[src/rtl/bft_config_regfile_if.sv]
// bft_config_regfile_if: configuration packet, credit and readback bundle for the BFT config register file.
interface bft_config_regfile_if #(
    parameter int PACKET_BITS   = 97,
    parameter int NUM_LEAF_BITS = 6,
    parameter int NUM_PORT_BITS = 4,
    parameter int NUM_ADDR_BITS = 7,
    parameter int NUM_IN_PORTS  = 7,
    parameter int NUM_OUT_PORTS = 7
);
    localparam int IN_W  = NUM_LEAF_BITS + NUM_PORT_BITS;
    localparam int OUT_W = IN_W + 2 * NUM_ADDR_BITS + 3;
    logic [PACKET_BITS-1:0]                           config_packet;
    logic [NUM_OUT_PORTS-1:0]                         consume;
    logic [IN_W*NUM_IN_PORTS+OUT_W*NUM_OUT_PORTS-1:0] control_reg;
    logic [NUM_ADDR_BITS*NUM_OUT_PORTS-1:0]           credit_cnt;
    logic                                             resp_valid;
    logic [PACKET_BITS-1:0]                           resp_packet;
    logic                                             resp_ready;
    logic                                             cfg_err;
    modport master (output config_packet, consume, resp_ready,
                    input  control_reg, credit_cnt, resp_valid, resp_packet, cfg_err);
    modport slave  (input  config_packet, consume, resp_ready,
                    output control_reg, credit_cnt, resp_valid, resp_packet, cfg_err);
endinterface

[src/rtl/bft_config_regfile.sv]
// bft_config_regfile: BFT port routing registers, per-output credit counters and readback, fed by config packets.
module bft_config_regfile #(
    parameter int PACKET_BITS   = 97,
    parameter int NUM_LEAF_BITS = 6,
    parameter int NUM_PORT_BITS = 4,
    parameter int NUM_ADDR_BITS = 7,
    parameter int PAYLOAD_BITS  = 64,
    parameter int NUM_IN_PORTS  = 7,
    parameter int NUM_OUT_PORTS = 7,
    parameter int IN_PORT_BASE  = 2,
    parameter int OUT_PORT_BASE = 9,
    parameter int SHADOW_EN     = 0
) (
    input logic                 clk,
    input logic                 reset,
    bft_config_regfile_if.slave bus
);
    localparam int LB     = NUM_LEAF_BITS;
    localparam int PB     = NUM_PORT_BITS;
    localparam int AB     = NUM_ADDR_BITS;
    localparam int SW     = AB + 2;
    localparam int IN_W   = LB + PB;
    localparam int ENT_W  = IN_W + 2 * AB;
    localparam int OUT_W  = ENT_W + 3;
    localparam int CTRL_W = IN_W * NUM_IN_PORTS + OUT_W * NUM_OUT_PORTS;
    localparam logic [AB-1:0]    CMAX    = '1;
    localparam logic [IN_W-1:0]  IN_RST  = IN_W'(9);
    localparam logic [ENT_W-1:0] OUT_RST = {{LB{1'b0}}, PB'(2), {AB{1'b0}}, CMAX};
    localparam bit               SH      = SHADOW_EN != 0;

    logic [PACKET_BITS-1:0]  pkt, resp_nxt, resp_packet;
    logic [PAYLOAD_BITS-1:0] pl;
    logic [PB-1:0]           self_port, ds_port;
    logic [LB-1:0]           ds_leaf;
    logic [AB-1:0]           bram, free, amount;
    logic [31:0]             sp, pt;
    logic                    valid, cfg_in, cfg_out, rd, commit, unused_pkt;
    logic [IN_W-1:0]         new_in;
    logic [ENT_W-1:0]        new_out;
    logic [IN_W-1:0]         in_act [NUM_IN_PORTS];
    logic [IN_W-1:0]         in_sh [NUM_IN_PORTS];
    logic [ENT_W-1:0]        out_act [NUM_OUT_PORTS];
    logic [ENT_W-1:0]        out_sh [NUM_OUT_PORTS];
    logic [AB-1:0]           credit [NUM_OUT_PORTS];
    logic [AB-1:0]           credit_nxt [NUM_OUT_PORTS];
    logic [NUM_IN_PORTS-1:0] in_sel;
    logic [NUM_OUT_PORTS-1:0] out_sel, ret, load, under, upd_en, add_en;
    logic [CTRL_W-1:0]       ctrl;
    logic [OUT_W-1:0]        rd_bits;
    logic [SW-1:0]           sum;
    logic                    in_hit, out_hit, err_nxt, resp_valid, cfg_err;

    assign pkt        = bus.config_packet;
    assign unused_pkt = ^pkt;
    assign pl         = pkt[PAYLOAD_BITS-1:0];
    assign valid      = pkt[PACKET_BITS-1];
    assign pt         = 32'(pkt[PACKET_BITS-2-LB -: PB]);
    assign self_port  = pl[PAYLOAD_BITS-1 -: PB];
    assign ds_leaf    = pl[PAYLOAD_BITS-1-PB -: LB];
    assign ds_port    = pl[PAYLOAD_BITS-1-PB-LB -: PB];
    assign bram       = pl[PAYLOAD_BITS-1-2*PB-LB -: AB];
    assign free       = pl[PAYLOAD_BITS-1-2*PB-LB-AB -: AB];
    assign amount     = pl[AB-1:0];
    assign sp         = 32'(self_port);
    assign new_in     = {ds_leaf, ds_port};
    assign new_out    = {ds_leaf, ds_port, bram, free};
    assign cfg_out    = valid && pt == 0;
    assign cfg_in     = valid && pt == 1;
    assign rd         = valid && pt == 2;
    assign commit     = SH && valid && pt == 3;

    always_comb begin
        in_sel  = '0;
        out_sel = '0;
        ret     = '0;
        load    = '0;
        under   = '0;
        rd_bits = '0;
        sum     = '0;
        for (int i = 0; i < NUM_IN_PORTS; i++) begin
            in_sel[i] = sp == 32'(IN_PORT_BASE + i);
            if (in_sel[i]) rd_bits = OUT_W'(ctrl[IN_W*i +: IN_W]);
        end
        for (int k = 0; k < NUM_OUT_PORTS; k++) begin
            out_sel[k] = sp == 32'(OUT_PORT_BASE + k);
            ret[k]     = valid && pt == 32'(OUT_PORT_BASE + k);
            load[k]    = SH ? commit : cfg_out && out_sel[k];
            if (out_sel[k]) rd_bits = ctrl[IN_W*NUM_IN_PORTS + OUT_W*k +: OUT_W];
            // Credit and consume net first, then clamp to the counter range
            sum           = {2'b0, credit[k]} + (ret[k] ? {2'b0, amount} : '0) - SW'(bus.consume[k]);
            credit_nxt[k] = sum[AB+1] ? '0 : sum[AB] ? CMAX : sum[AB-1:0];
            under[k]      = bus.consume[k] && credit[k] == '0 && !(ret[k] && amount != '0) && !load[k];
        end
        in_hit  = |in_sel;
        out_hit = |out_sel;
        err_nxt = (cfg_in && !in_hit) || (cfg_out && !out_hit) || |under ||
                  (rd && (!(in_hit || out_hit) || (resp_valid && !bus.resp_ready)));
        resp_nxt                            = '0;
        resp_nxt[PACKET_BITS-1]             = 1'b1;
        resp_nxt[PACKET_BITS-2 -: LB]       = ds_leaf;
        resp_nxt[PACKET_BITS-2-LB -: PB]    = ds_port;
        resp_nxt[PAYLOAD_BITS-1 -: PB]      = self_port;
        resp_nxt[OUT_W-1:0]                 = rd_bits;
    end

    always_ff @(posedge clk or negedge reset) begin
        if (!reset) begin
            for (int i = 0; i < NUM_IN_PORTS; i++) begin
                in_act[i] <= IN_RST;
                in_sh[i]  <= IN_RST;
            end
            for (int k = 0; k < NUM_OUT_PORTS; k++) begin
                out_act[k] <= OUT_RST;
                out_sh[k]  <= OUT_RST;
                credit[k]  <= CMAX;
            end
            upd_en      <= '0;
            add_en      <= '0;
            resp_valid  <= 1'b0;
            resp_packet <= '0;
            cfg_err     <= 1'b0;
        end else begin
            for (int i = 0; i < NUM_IN_PORTS; i++) begin
                if (cfg_in && in_sel[i]) in_sh[i] <= new_in;
                if (SH ? commit : cfg_in && in_sel[i]) in_act[i] <= SH ? in_sh[i] : new_in;
            end
            for (int k = 0; k < NUM_OUT_PORTS; k++) begin
                if (cfg_out && out_sel[k]) out_sh[k] <= new_out;
                if (load[k]) out_act[k] <= SH ? out_sh[k] : new_out;
                credit[k] <= load[k] ? (SH ? out_sh[k][AB-1:0] : free) : credit_nxt[k];
            end
            upd_en  <= load;
            add_en  <= ret & {NUM_OUT_PORTS{pl[0]}};
            cfg_err <= err_nxt;
            if (rd && (!resp_valid || bus.resp_ready)) begin
                resp_valid  <= 1'b1;
                resp_packet <= resp_nxt;
            end else if (bus.resp_ready) resp_valid <= 1'b0;
        end
    end

    for (genvar i = 0; i < NUM_IN_PORTS; i++) begin : g_in
        assign ctrl[IN_W*i +: IN_W] = in_act[i];
    end
    for (genvar k = 0; k < NUM_OUT_PORTS; k++) begin : g_out
        assign ctrl[IN_W*NUM_IN_PORTS + OUT_W*k +: OUT_W] = {upd_en[k], upd_en[k], add_en[k], out_act[k]};
        assign bus.credit_cnt[AB*k +: AB] = credit[k];
    end
    assign bus.control_reg = ctrl;
    assign bus.resp_valid  = resp_valid;
    assign bus.resp_packet = resp_packet;
    assign bus.cfg_err     = cfg_err;
endmodule

[src/flat_wrapper.sv]
// flat-port wrapper written by rule: the top's interface ports become plain ports
module bft_config_regfile_flat 
#(
    parameter int PACKET_BITS   = 97,
    parameter int NUM_LEAF_BITS = 6,
    parameter int NUM_PORT_BITS = 4,
    parameter int NUM_ADDR_BITS = 7,
    parameter int PAYLOAD_BITS  = 64,
    parameter int NUM_IN_PORTS  = 7,
    parameter int NUM_OUT_PORTS = 7,
    parameter int IN_PORT_BASE  = 2,
    parameter int OUT_PORT_BASE = 9,
    parameter int SHADOW_EN     = 0
)
  (clk, reset, bus_config_packet, bus_consume, bus_resp_ready, bus_control_reg, bus_credit_cnt, bus_resp_valid, bus_resp_packet, bus_cfg_err);
  bft_config_regfile_if #(.PACKET_BITS(PACKET_BITS), .NUM_LEAF_BITS(NUM_LEAF_BITS), .NUM_PORT_BITS(NUM_PORT_BITS), .NUM_ADDR_BITS(NUM_ADDR_BITS), .NUM_IN_PORTS(NUM_IN_PORTS), .NUM_OUT_PORTS(NUM_OUT_PORTS)) bus_i ();
  input logic clk;
  input logic reset;
  input wire logic [$bits(bus_i.config_packet)-1:0] bus_config_packet;
  input wire logic [$bits(bus_i.consume)-1:0] bus_consume;
  input wire logic [$bits(bus_i.resp_ready)-1:0] bus_resp_ready;
  output wire logic [$bits(bus_i.control_reg)-1:0] bus_control_reg;
  output wire logic [$bits(bus_i.credit_cnt)-1:0] bus_credit_cnt;
  output wire logic [$bits(bus_i.resp_valid)-1:0] bus_resp_valid;
  output wire logic [$bits(bus_i.resp_packet)-1:0] bus_resp_packet;
  output wire logic [$bits(bus_i.cfg_err)-1:0] bus_cfg_err;
  assign bus_i.config_packet = bus_config_packet;
  assign bus_i.consume = bus_consume;
  assign bus_i.resp_ready = bus_resp_ready;
  assign bus_control_reg = bus_i.control_reg;
  assign bus_credit_cnt = bus_i.credit_cnt;
  assign bus_resp_valid = bus_i.resp_valid;
  assign bus_resp_packet = bus_i.resp_packet;
  assign bus_cfg_err = bus_i.cfg_err;
  bft_config_regfile #(.PACKET_BITS(PACKET_BITS), .NUM_LEAF_BITS(NUM_LEAF_BITS), .NUM_PORT_BITS(NUM_PORT_BITS), .NUM_ADDR_BITS(NUM_ADDR_BITS), .PAYLOAD_BITS(PAYLOAD_BITS), .NUM_IN_PORTS(NUM_IN_PORTS), .NUM_OUT_PORTS(NUM_OUT_PORTS), .IN_PORT_BASE(IN_PORT_BASE), .OUT_PORT_BASE(OUT_PORT_BASE), .SHADOW_EN(SHADOW_EN)) u_core (.clk(clk), .reset(reset), .bus(bus_i));
endmodule
[config.mk]
export PLATFORM = sky130hd
export DESIGN_NAME = bft_config_regfile_flat
export DESIGN_NICKNAME = d
export VERILOG_FILES = /design/src/rtl/bft_config_regfile_if.sv /design/src/rtl/bft_config_regfile.sv /design/src/flat_wrapper.sv
export SDC_FILE = /design/constraint.sdc
export NUM_CORES = 1
export LEC_CHECK = 0
export CAP_MARGIN = 0
export CORE_AREA = 2 2 201 203
export CTS_BUF_LIST = sky130_fd_sc_hd__clkbuf_2 sky130_fd_sc_hd__clkbuf_4 sky130_fd_sc_hd__clkbuf_8
export DETAILED_ROUTE_END_ITERATION = 10
export DIE_AREA = 0 0 203 205
export PLACE_DENSITY = 0.82
export SYNTH_ARGS = -nofsm -noshare
export SYNTH_HDL_FRONTEND = slang
export SYNTH_SLANG_ARGS = --single-unit
[constraint.sdc]
create_clock -name clk -period 5.7 [get_ports clk]
set_clock_uncertainty 0.1 [all_clocks]
set_input_delay 1.14 -clock clk [delete_from_list [all_inputs] [get_ports clk]]
set_output_delay 1.14 -clock clk [all_outputs]
set_load 0.05 [all_outputs]
==> key figures, run 1 <==
Final layout
  • Most frequent cells in the layout: nand2_1, clkdlybuf4s50_1, dfrtp_1
  • Share of layout cells above drive strength 1: 16.09%
  • # nets final: 2663
  • Largest register FFs: 238
  • Commonest non-fill, non-tap cell in the layout: nand2_1
  • Fillcell total: 3188
  • Inserted Diodes: 0
  • Final cell count without fillers: 3023
  • Area growth from synthesis to layout: 29.65%

Synth
  • Distinct cells, synth: 66
  • Seq cells post-synth: 344
  • Synth warnings: 0
  • Average cell area after synthesis: 9.151 µm²
  • Post-synth EDFFs: 0
  • Instance count of the mapped netlist: 2055
  • Top_reg_cell synth: dfrtp_1
  • Sequential area share after synthesis: 46.57%
  • Synthesized area: 18810 µm²
  • Fraction of registers with async set/reset: 100.0%

Placed design
  • GPL Wtd Cong: 0.9892
  • IO buf count: 401
  • HPWL Detailed: 51.70 mm
  • Placed Instances: 2918
  • Worst slack, placed: 0.6884 ns

Setup path
  • R2R setup slack: 2.67 ns
  • Arr. time, crit path: 4.90 ns
  • Crit path required time: 6.14 ns
  • CP Max Fanout: 8
  • Setup crit start kind: primary input
  • Critical path endpoint category: flop
  • Worst r2r path cells: 11
  • WS Path Type: primary input to flop

Clock network
  • Longest Clk Path Bufs: 3
  • TritonCTS clock tree: built
  • CTS clk-pin slew, worst paths: 0.06 ns
  • Clock sinks: 344
  • Root Driver: clkbuf_8
  • Setup repair bufs after CTS: 0
  • Quantity of hold-fixing buffers added after cts: 0
  • Post_cts resized: 0
  • TritonCTS buffer count: 56
  • Clock H-tree levels: 2
  • Worst skew pair latency: 0.66 ns

GRT
  • Largest net degree at the start of global routing: 127
  • GRT overflow: 0
  • Total track usage: 34.03%
  • Vias in the first global route: 17680
  • Initial antenna violation count: 1
  • First-pass GRT wire length: 106.5 mm

Route
  • Post-DR wirelength/cell: 23.69 µm
  • Vias: 17620
  • Post-route ant nets: 0
  • Remaining DRCs: 0
  • Routed wire length: 71.60 mm
  • Drt first pass iters: 6
  • Number of vias per cell: 5.827
  • Iteration-0 DRC count of the detailed router: 1644

Floorplan
  • Chip width: 203 µm
  • IO Count: 514
  • CORE AREA: 39370 µm²
  • Initial Utilization: 47.77%
  • FP Rows: 73
  • Chip Height: 205 µm
  • Die ar.: 41620 µm²

Timing
  • Period Utilization, post-route: 78.26%
  • Actual slew at the worst max-slew pin: 1.110 ns
  • Final worst slack: 1.239 ns
  • Max-slew headroom: 25.51%
  • Post-Route Setup TNS: 0 ns
  • Pins Over Slew Limit: 0
  • Final setup violation count: 0
  • RSZ-0062 raised after global routing: no
  • Tmin final: 4.461 ns
  • Final hold vios: 0
  • Fmax: 224.2 MHz

Power and ir drop
  • VDD IR-drop max: 0.3697 mV
  • Pwr dens: 460.7 nW/µm²
  • Lkg Pwr: 11.37 nW

Run
  • Max-cap viol count: 0

Hold path
  • Worst Hold Depth: 2
  • HP Class: flop to flop

Run status
  • Status: completed
==> synthesized netlist by cell type, drive strengths merged, types with 8 or more instances <==
| cell | number | area, µm² |
|---|---|---|
| a21o | 9 | 67.56 |
| a31oi | 18 | 112.6 |
| o22ai | 16 | 100.1 |
| buf | 92 | 614.3 |
| clkbuf | 57 | 215.2 |
| o21bai | 11 | 82.58 |
| inv | 162 | 608.1 |
| dfstp | 119 | 3127 |
| nand3 | 19 | 95.09 |
| o21ai | 129 | 645.6 |
| nand4 | 8 | 50.05 |
| a222oi | 16 | 160.2 |
| a21oi | 77 | 385.4 |
| mux2 | 105 | 1182 |
| ha | 98 | 1226 |
| a211oi | 17 | 127.6 |
| a22o | 12 | 105.1 |
| a221oi | 10 | 87.58 |
| nand2b | 31 | 193.9 |
| nor3 | 24 | 151.4 |
| a22oi | 17 | 127.6 |
| nor2b | 14 | 87.58 |
| nand2 | 506 | 1907 |
| xnor2 | 15 | 131.4 |
| and2 | 9 | 56.30 |
| nor4 | 17 | 121.4 |
| dfrtp | 225 | 5630 |
| nor2 | 119 | 454.2 |
==> logic make-up after synthesis <==
group / synth area share (%)
AND/OR/NAND/NOR: 17.41
AO/OA/AOI/OAI: 13.39
flip-flops: 46.57
buffers and inverters: 7.745
multiplexers: 6.900
adder cells (fa/ha/maj): 7.265
XOR/XNOR: 0.6986
other: 0.01994
==> layer usage <==
| layer | up-vias | routed length (µm) | GRT usage (%) |
|---|---|---|---|
| met3 | 300 | 7911 | 9.784 |
| met2 | 1122 | 32110 | 52.81 |
| met5 | - | 16 | 0 |
| met1 | 8484 | 27250 | 42.53 |
| li1 | 7707 | - | - |
| met4 | 2 | 4311 | 19.79 |
==> worst max-delay path, cell delays in order <==
cell	delay, ns
clkdlybuf4s50_1	0.67
nand3_1	0.14
nor2_1	0.65
nand2_1	0.17
ha_1	0.35
inv_1	0.05
ha_1	0.28
a211oi_1	0.34
nor2_1	0.12
o41ai_1	0.35
xnor2_1	0.32
nor2_1	0.09
o21ai_0	0.22
==> area by class of cell <==
cell class                 count  area, µm²  share of cell area (%)
inverter                     167      626.9                   2.571
sequential                   344       8757                   35.92
clock buffer                  94       1125                   4.614
timing repair buffer         433       4274                   17.53
clock inverter                11      125.1                  0.5132
tap                          525      656.9                   2.694
multi-input combinational   1449       8816                   36.16
==> stage by stage <==
stage               util, %  hold WS (ns)  total power (W)  cell area (µm²)
finish                61.93        0.3736          0.01123            24380
global route          61.93        0.3918          0.01194            24380
CTS                   61.93        0.3701          0.01120            24380
detailed placement    58.76        0.3601         0.008799            23130
global placement      58.76        0.3508         0.008633            23130
floorplan                 -        0.4742         0.007252            19010
==> power by group <==
part / leakage (nW) / switching, W / internal, W
Clock: 0.671 / 0.00105 / 0.00134
Sequential: 4.28 / 0.000320 / 0.00299
Combinational: 6.41 / 0.00353 / 0.00201
Total: 11.4 / 0.00490 / 0.00633
==> final timing paths <==
path | to | startpoint
worst max-delay path | u_core.bus.credit_cnt[45] | bus_config_packet[86]
worst min-delay path | u_core.bus.control_reg[112] | u_core.bus.control_reg[112]
worst max register to register | u_core.bus.credit_cnt[21] | u_core.bus.credit_cnt[21]
worst min register to register | u_core.bus.control_reg[112] | u_core.bus.control_reg[112]
max in group asynchronous | u_core.bus.control_reg[227] | reset
min in group asynchronous | u_core.bus.control_reg[248] | reset
No activity file was read; power rests on OpenSTA's default activity.
==> run 2: changes to the inputs <==
--- a/config.mk
+++ b/config.mk
@@ -6,11 +6,11 @@
 export NUM_CORES = 1
 export LEC_CHECK = 0
 export CAP_MARGIN = 0
-export CORE_AREA = 2 2 201 203
+export CORE_MARGIN = 2
+export CORE_UTILIZATION = 46
 export CTS_BUF_LIST = sky130_fd_sc_hd__clkbuf_2 sky130_fd_sc_hd__clkbuf_4 sky130_fd_sc_hd__clkbuf_8
 export DETAILED_ROUTE_END_ITERATION = 10
-export DIE_AREA = 0 0 203 205
-export PLACE_DENSITY = 0.82
+export PLACE_DENSITY = 0.83
 export SYNTH_ARGS = -nofsm -noshare
 export SYNTH_HDL_FRONTEND = slang
 export SYNTH_SLANG_ARGS = --single-unit
==> constraint.sdc (replaced) <==
create_clock -name clk -period 3.9 [get_ports clk]
set_clock_uncertainty 0.1 [all_clocks]
set_input_delay 0.78 -clock clk [delete_from_list [all_inputs] [get_ports clk]]
set_output_delay 0.78 -clock clk [all_outputs]
set_load 0.05 [all_outputs]
==> run 2 against run 1 <==
Effect of this change: routed wire length increased by 3.4%; first-iteration DRC count decreased by 3.0%; via count increased by 3.6%; worst hold slack got worse by 0.26 ns; total power increased by 57%; die area increased by 2.2%; largest cell class unchanged; largest power group unchanged.
==> key figures, run 2 (synthesis results as in run 1) <==
Clock network
  • Clock H-tree levels: 2
  • Clock sinks: 344
  • TritonCTS buffer count: 60
  • TritonCTS clock tree: built
  • Root Driver: clkbuf_8
  • Post_cts resized: 0
  • Longest Clk Path Bufs: 3
  • Worst skew pair latency: 0.67 ns
  • CTS clk-pin slew, worst paths: 0.07 ns
  • Quantity of hold-fixing buffers added after cts: 0
  • Setup repair bufs after CTS: 0

Route
  • Remaining DRCs: 0
  • Iteration-0 DRC count of the detailed router: 1594
  • Routed wire length: 74.03 mm
  • Drt first pass iters: 6
  • Post-DR wirelength/cell: 23.39 µm
  • Post-route ant nets: 0
  • Vias: 18240
  • Number of vias per cell: 5.764

Final layout
  • Share of layout cells above drive strength 1: 20.43%
  • Commonest non-fill, non-tap cell in the layout: nand2_1
  • Most frequent cells in the layout: nand2_1, clkdlybuf4s50_1, dfrtp_1
  • Area growth from synthesis to layout: 35.80%
  • Final cell count without fillers: 3165
  • # nets final: 2796
  • Inserted Diodes: 0
  • Finished Core Util: 62.97%
  • Largest register FFs: 238

GRT
  • GRT met2 Usage: 53.54%
  • GR peak layer: met2
  • Total track usage: 34.22%
  • First-pass GRT wire length: 108.8 mm
  • GRT overflow: 0
  • Initial antenna violation count: 0
  • Vias in the first global route: 18130
  • Largest net degree at the start of global routing: 113
  • GRT met1 Usage: 44.24%
  • Met3 global-route usage: 7.159%

Hold path
  • HP Class: primary input to async pin

Timing
  • Fmax: 272.8 MHz
  • Final worst slack: 0.2342 ns
  • Pins Over Slew Limit: 0
  • Period Utilization, post-route: 93.99%
  • Final setup violation count: 0
  • Worst Hold Slack: 0.1161 ns
  • Max-slew headroom: 39.42%
  • Tmin final: 3.666 ns
  • Actual slew at the worst max-slew pin: 0.9059 ns
  • RSZ-0062 raised after global routing: no
  • Post-Route Setup TNS: 0 ns
  • Final hold vios: 0

Floorplan
  • Initial Utilization: 46.37%
  • Die ar.: 42510 µm²
  • IO Count: 514
  • Chip width: 206.2 µm
  • FP Rows: 74
  • Chip Height: 206.2 µm
  • CORE AREA: 40550 µm²

Placed design
  • Worst slack, placed: -0.3025 ns
  • IO buf count: 401
  • GPL Wtd Cong: 1.025
  • Placed Instances: 3054
  • HPWL Detailed: 54.24 mm

Setup path
  • Arr. time, crit path: 4.12 ns
  • Critical path endpoint category: flop
  • Crit path required time: 4.35 ns
  • CP max stage cell: clkdlybuf4s50_1
  • WS Path Type: primary input to flop
  • CP Max Fanout: 7
  • R2R setup slack: 0.87 ns
  • Setup crit start kind: primary input
  • CP cell instances: clkdlybuf4s50_1 > nand2b_1 > nor3_1 > buf_4 > nand2_1 > ha_1 > inv_1 > ha_1 > a211oi_1 > nor2_1 > o41ai_1 > xnor2_1 > nor2_1 > o21ai_0
  • Max incr delay on CP: 0.57 ns

Power and ir drop
  • VDD IR-drop max: 0.5814 mV
  • Pwr dens: 689.9 nW/µm²
  • Lkg Pwr: 12.09 nW

Run status
  • Status: completed

Run
  • Max-cap viol count: 0
-- run 2: per-layer routing --
metal | routed length, µm | part of all wire, % | vias up
li1 | - | - | 7958
met1 | 28550 | 39 | 8831
met2 | 34030 | 46 | 1198
met3 | 7377 | 10 | 257
met4 | 4072 | 5.5 | 0
met5 | 0 | 0 | -
-- run 2: per-stage QoR --
stage	instance area, µm²	power (W)
2_1_floorplan	19010	0.01060
3_3_place_gp	24150	0.01351
3_5_place_dp	24150	0.01372
4_1_cts	25540	0.01756
5_1_grt	25540	0.01865
6_report	25540	0.01762
-- run 2: final timing paths --
path                                       startpoint                           to  cells after the start
max in group asynchronous                       reset    u_core.bus.credit_cnt[40]                      2
min in group clk           u_core.bus.resp_packet[96]   u_core.bus.resp_packet[96]                      1
hold / removal                                  reset  u_core.bus.control_reg[190]                      1
setup / recovery                bus_config_packet[89]    u_core.bus.credit_cnt[17]                     14
setup reg to reg            u_core.bus.credit_cnt[14]    u_core.bus.credit_cnt[17]                     11
hold reg to reg            u_core.bus.resp_packet[96]   u_core.bus.resp_packet[96]                      1
-- run 2: power by group --
group	internal (W)	total (W)	switching, W
registers	0.00437	0.00484	0.000469
logic	0.00356	0.00899	0.00543
clock network	0.00221	0.00379	0.00158
total	0.0101	0.0176	0.00748
-- run 2: final cells by class --
class | instances | area (µm²)
flip-flops and latches | 344 | 8757
fillers | 3260 | 15020
well taps | 532 | 665.6
multi-input cells | 1449 | 8818
repair buffers | 562 | 5280
clock buffers | 101 | 1246
inverters | 167 | 626.9
clock inverters | 10 | 142.6
-- run 2: critical path: cells and delay by family --
family / cells / cell delay, ns
AO/OA/AOI/OAI: 3 / 0.92
buffers and inverters: 3 / 0.80
AND/OR/NAND/NOR: 5 / 0.65
adder cells (fa/ha/maj): 2 / 0.59
XOR/XNOR: 1 / 0.37
